==> config.mk <==
export PLATFORM = sky130hd
export DESIGN_NAME = adder_1digit
export DESIGN_NICKNAME = d
export VERILOG_FILES = /design/src/rtl/bcd_pkg.sv /design/src/rtl/bcd_digit_add_comb.sv /design/src/rtl/adder_1digit.sv
export SDC_FILE = /design/constraint.sdc
export NUM_CORES = 1
export LEC_CHECK = 0
export CELL_PAD_IN_SITES_DETAIL_PLACEMENT = 1
export CELL_PAD_IN_SITES_GLOBAL_PLACEMENT = 1
export CORE_MARGIN = 3
export CORE_UTILIZATION = 26
export CTS_CLUSTER_DIAMETER = 150
export CTS_CLUSTER_SIZE = 10
export DETAILED_ROUTE_END_ITERATION = 16
export PLACE_DENSITY_LB_ADDON = 0.1
export SYNTH_ARGS = -nofsm -noshare
export SYNTH_HDL_FRONTEND = slang
export SYNTH_SLANG_ARGS = --single-unit
==> constraint.sdc <==
create_clock -name clk -period 2.4 [get_ports clk]
set_clock_uncertainty 0.2 [all_clocks]
set_input_delay 0.24 -clock clk [delete_from_list [all_inputs] [get_ports clk]]
set_output_delay 0.24 -clock clk [all_outputs]
set_load 0.005 [all_outputs]
==> src/rtl/bcd_pkg.sv <==
// Shared BCD constants and digit type for the decimal adder family.
package bcd_pkg;

    localparam int BCD_W    = 4;
    localparam int BCD_MAX  = 9;
    localparam int BCD_CORR = 6;

    typedef logic [BCD_W-1:0] bcd_digit_t;

endpackage

==> src/rtl/bcd_digit_add_comb.sv <==
// Combinational single-digit BCD adder core, reusable in ripple chains.
module bcd_digit_add_comb
    import bcd_pkg::*;
(
    input  logic [3:0] a,
    input  logic [3:0] b,
    input  logic       cin,
    output logic [3:0] s,
    output logic       cout,
    output logic       err
);

    logic [4:0] raw;
    logic [4:0] corrected;

    always_comb begin
        raw       = {1'b0, a} + {1'b0, b} + {4'b0000, cin};
        // Only the low nibble of the corrected sum is kept, so 5-bit wrap is harmless.
        corrected = raw + 5'(BCD_CORR);
        s         = raw[3:0];
        cout      = 1'b0;
        if (raw > 5'(BCD_MAX)) begin
            s    = corrected[3:0];
            cout = 1'b1;
        end
        err = (a > 4'(BCD_MAX)) | (b > 4'(BCD_MAX));
    end

endmodule

==> src/rtl/adder_1digit.sv <==
// Single-digit BCD adder with one registered output stage and valid tracking.
module adder_1digit
    import bcd_pkg::*;
(
    input  logic       clk,
    input  logic       rst,
    input  logic       in_valid,
    input  logic [3:0] a,
    input  logic [3:0] b,
    input  logic       cin,
    output logic [3:0] s,
    output logic       cout,
    output logic       out_valid,
    output logic       err
);

    bcd_digit_t s_p0;
    logic       cout_p0;
    logic       err_p0;

    bcd_digit_add_comb u_core (
        .a    (a),
        .b    (b),
        .cin  (cin),
        .s    (s_p0),
        .cout (cout_p0),
        .err  (err_p0)
    );

    // p0 -> output register; data holds when no new operation arrives
    always_ff @(posedge clk) begin
        if (rst) begin
            s         <= '0;
            cout      <= 1'b0;
            err       <= 1'b0;
            out_valid <= 1'b0;
        end else begin
            out_valid <= in_valid;
            if (in_valid) begin
                s    <= s_p0;
                cout <= cout_p0;
                err  <= err_p0;
            end
        end
    end

endmodule

# Word-level counts from Yosys, hierarchy flattened

Index checks and enable logic that the tools add are counted.

Flip-flop bits (word level): 7
Latch bits: 0
Memory bits (writable): 0
Memory bits (read-only): 0
Input port bits: 12
Output and inout bits: 7
Word-level logic and storage cells: 13
Memories: 0

Add/sub/neg operators: 3
Multiply operators: 0
Divide/modulo/power cells: 0
$lt $le $gt $ge: 3
Equal/unequal tests: 0
Shift operators: 0
Mux-type cells: 2
Bitwise logic cells: 1
Reduce and logical (&&, ||, !) cells: 0

Operators with widths:

| operator              | number |
|---|---|
| $gt A4 B4 Y1 const B  | 2 |
| $add A4 B4 Y5         | 1 |
| $add A5 B1 Y5         | 1 |
| $gt A5 B4 Y1 const B  | 1 |
| $add A4 B3 Y4 const B | 1 |
| $mux W4               | 1 |
| $mux W1               | 1 |
| $or A1 B1 Y1          | 1 |

# Depth between registers and ports, before layout

Gate-level depths: netlist (run 1).

Word-level depth: 4
Depth in mapped cells: 7
Mapped depth without buffers: 7

# Hierarchy

Synthesis (run 1) repeated with hierarchy kept, for this count alone.

Cells, all modules: 46
Area total of the unflattened synthesis: 465.4 µm²

By module, submodules not included:

| module             | times used | cells an instance | area each (µm²) | sequential area each (µm²) |
|---|---|---|---|---|
| adder_1digit       | 1          | 21                | 240.2           | 140.1 |
| bcd_digit_add_comb | 1          | 25                | 225.2           | 0.0 |

# Worst setup path before layout (run 1)

No wires, ideal clock.

Path type: input port to flip-flop
From: input a[0]
To: register s[1]
Setup time: 0.079 ns
Arrival: 2.164 ns
Required time: 2.121 ns
Slack: -0.043 ns
Stages on the path: 6
Buffers on the path: 0
Cell sequence: fa_1 -> fa_1 -> inv_1 -> ha_1 -> or4_1 -> o211ai_1

Cells in the longest elaborated chain, start to end: 4
Elaborated cells on any way between the ends: 5
Those cells by class: add/sub (3); order compare (1); mux (1)

Ends and longest elaborated chain:

| what                                                 | RTL line                                           | RTL |
|---|---|---|
| from (decl)                                          | adder_1digit.sv:8                                  | `input logic [3:0] a,` |
| $add A4 B4 Y5 (*)                                    | bcd_digit_add_comb.sv:17                           | `raw = {1'b0, a} + {1'b0, b} + {4'b0000, cin};` |
| $add A5 B1 Y5 (*)                                    | bcd_digit_add_comb.sv:17                           |  |
| $add A4 B3 Y4 / $gt A5 B4 Y1 (equally long branches) | bcd_digit_add_comb.sv:19, bcd_digit_add_comb.sv:22 |  |
| $mux W4 (*)                                          | bcd_digit_add_comb.sv:22                           | `if (raw > 5'(BCD_MAX)) begin` |
| to (signal assigned)                                 | adder_1digit.sv:40                                 | `s <= s_p0;` |
| to (decl)                                            | adder_1digit.sv:11                                 | `output logic [3:0] s,` |

Every way passes the cells marked *; elsewhere a longest branch is shown, timed or not.
A chain may end at the register's enable or synchronous reset.

# Worst setup path in the final report (run 1)

Ends and elaborated chain as after synthesis.

==> out/metrics.yaml, run 1 <==
logic_synthesis:
  synthCells: 49
  synth_top_cell_by_area: "dfxtp_1"
  ys_seq_area_share_pct: 30.2
  avgSynthCellArea_um2: 9.47
  syn_area_um2: 464
  synth.top_cell.area_share_pct: 30.2
  ys_ff_latch: 7
  syn-num-nets: 67
  ys_types: 27
  netlist_top_cells_area: "dfxtp_1 30%, ha_1 11%, fa_1 8.6%, nor2_1 4.9%, a21oi_1 4.3%"
  yosysWarningCount: 0
cts:
  cts.sinks: 7
  cts_buffer_depth: 2
  cts_root_buffer: "clkbuf_4"
  cts_tree: "done"
  cts_buffers: 3
  hold_buffers: 0
  clk_pin_slew_ps: 60
  clock_latency_ps: 250
  htree_levels: 1
place:
  dp_hpwl_um: 1060
  placed_cell_area_um2: 743
  io_buffer_count: 18
  gp_congestion: 0.701
worst_setup_path:
  cp.arrival_ps: 2350
  cp.required_ps: 2390
  startpoint_type: "input pin"
  end_kind: "flop"
  cp_max_fo: 4
  path_class: "input pin to flop"
sta:
  fin_tns_setup_ps: 0
  rsz0062_at_grt: "no"
  slew_headroom_pct: 81.9
  post-route-period-util_pct: 98.7
  worst_pin_slew_ps: 270
  fmax_ghz: 0.422
  worst_hold_slack_ps: 288
  fin_crit_ps: 2370
  hold_violations: 0
  finalSetupViolations: 0
  slew_violations: 0
routing:
  ant_nets: 0
  route.met3.wl_um: 63
  drt-met1-wl_um: 688
  drtPass1Iterations: 3
  finalWirelength_um: 1380
  vias: 502
  route.detailed.drc: 0
  viasPerCell: 4.78
  wl_met2_um: 617
  wire_per_inst_um: 13.1
  first_iter_violations: 9
  routed.top_layer: "met4"
global_routing:
  grt_max_degree: 10
  grt_usage_pct: 14.0
  antenna_found_initial: 0
  grt_overflow_total: 0
  grt_first_pass_wirelength_um: 2160
  grt_pass1_vias: 469
status:
  status: "completed"
die:
  die_w_um: 48.3
  floorplan.die_area_mm2: 0.00233
  design.core.area_mm2: 0.00159
  dieHeight_um: 48.3
  rows: 14
  initial_core_util_pct: 29.1
  io_pins: 19
cells_and_area:
  num_antenna_cells: 0
  final_cell_area_um2: 810
  fin_nets: 100
  drive_above_1_share_pct: 28.4
  syn_to_final_growth_pct: 74.4
power_and_ir_drop:
  ir_worst_vdd_mv: 0.403
  leakagePower_uw: 0.000338
  p_per_area_mw_per_mm2: 565
run:
  maxCapViolations: 0
min_path:
  hp-class: "flop to flop"
## routing by layer
layer / GRT usage (%) / vias up
met5: 0 / -
met4: 6.45 / 0
met3: 4.43 / 2
met2: 19.0 / 12
met1: 19.7 / 236
li1: - / 252
## synth_stat cells
cell type and n:
dfxtp_1 7, nor2_1 6, a21oi_1 4, ha_1 4, a211oi_1 2, fa_1 2
inv_1 2, mux2i_1 2, o21ai_0 2, a21o_1 1, a21o_2 1, a221oi_1 1
a311oi_1 1, a41oi_1 1, and3_4 1, clkbuf_1 1, nand2_1 1, nand2b_1 1
nand4_1 1, o211ai_1 1, o21a_1 1, o21bai_1 1, o31a_2 1, o31ai_1 1
or4_1 1, xnor2_1 1, xor2_1 1
## cells by family (layout without fill, tap and decap cells)
family                     Yosys count  count (layout)  synth area share (%)
AOI/OAI and AO/OA                   18              18                  27.5
xor gates and xnor gates             2               2                  3.77
muxes                                2               2                  4.31
DFF                                  7               7                  30.2
and+or+nand+nor                     11              11                  12.4
adders and majority gates            6               6                  19.4
buffers and inverters                3              35                  2.43
## repair_timing
action | 4_1_cts | 5_1_grt
buffers inserted | 1 | 1
endpoints found under the setup margin | 4 | 2
resized for setup | 8 | 1
pin swaps | 4 | 2
## where the power goes
| group | switching [uW] | total (uW) | leakage [uW] | internal [uW] |
|---|---|---|---|---|
| clock network | 48.3 | 112 | 0.0000150 | 63.7 |
| logic | 83.5 | 205 | 0.000265 | 122 |
| registers | 8.54 | 140 | 0.0000581 | 132 |
## worst max-delay path: stages
cell           delay [ps]
dlygate4sd2_1         250
fa_2                  380
fa_2                  570
inv_2                  60
ha_4                  160
or4_1                 510
o211ai_1              190
## state kept, by name (all words and copies together), names as in the netlist
signal	cells
s	4
cout	1
err	1
out_valid	1
## final cells by class
class	instances	area [um^2]
clock buffer	4	26.3
multi-input combinational	39	345
tap	24	30.0
sequential	7	140
fill	190	785
inverter	2	7.51
timing repair buffer	29	260
## placed cells by master, fill, tap and decap left out, types with 2 or more instances in the layout
master	instances
mux2i_1	2
clkbuf_4	3
fa_2	2
clkdlybuf4s50_1	15
o21ai_0	2
ha_1	3
a21oi_1	4
dlygate4sd2_1	2
buf_4	11
nor2_1	6
a211oi_1	2
dfxtp_1	7
## metrics by stage
| step | total power (uW) | setup slack (ps) | cells | utilization (%) |
|---|---|---|---|---|
| final | 458 | 31.8 | 105 | 50.8 |
| after global routing | 492 | 0.260 | 105 | 50.8 |
| after CTS | 457 | 11.9 | 104 | 49.8 |
| after detailed placement | 328 | -500 | 99 | 46.6 |
| after global placement | 325 | -466 | 99 | 46.6 |
| after floorplan | 225 | 23.9 | 49 | - |
## worst paths after layout
| path | startpoint | endpoint | slack (ps) | depth (start not counted) |
|---|---|---|---|---|
| hold reg to reg | cout | cout | 290 | 2 |
| hold / removal | cout | cout | 290 | 2 |
| setup / recovery | a[0] | s[1] | 30 | 7 |
| setup reg to reg | s[1] | s[1] | 1350 | 4 |
No activity file was read; power rests on OpenSTA's default activity.
==> inputs of run 2 (changes only) <==
--- a/config.mk
+++ b/config.mk
@@ -9,7 +9,7 @@
 export CELL_PAD_IN_SITES_GLOBAL_PLACEMENT = 1
 export CORE_MARGIN = 3
 export CORE_UTILIZATION = 26
-export CTS_CLUSTER_DIAMETER = 150
+export CTS_CLUSTER_DIAMETER = 100
 export CTS_CLUSTER_SIZE = 10
 export DETAILED_ROUTE_END_ITERATION = 16
 export PLACE_DENSITY_LB_ADDON = 0.1
==> results of run 2 <==
Same layout as run 1: the final DEF is identical, and so are final timing and power.
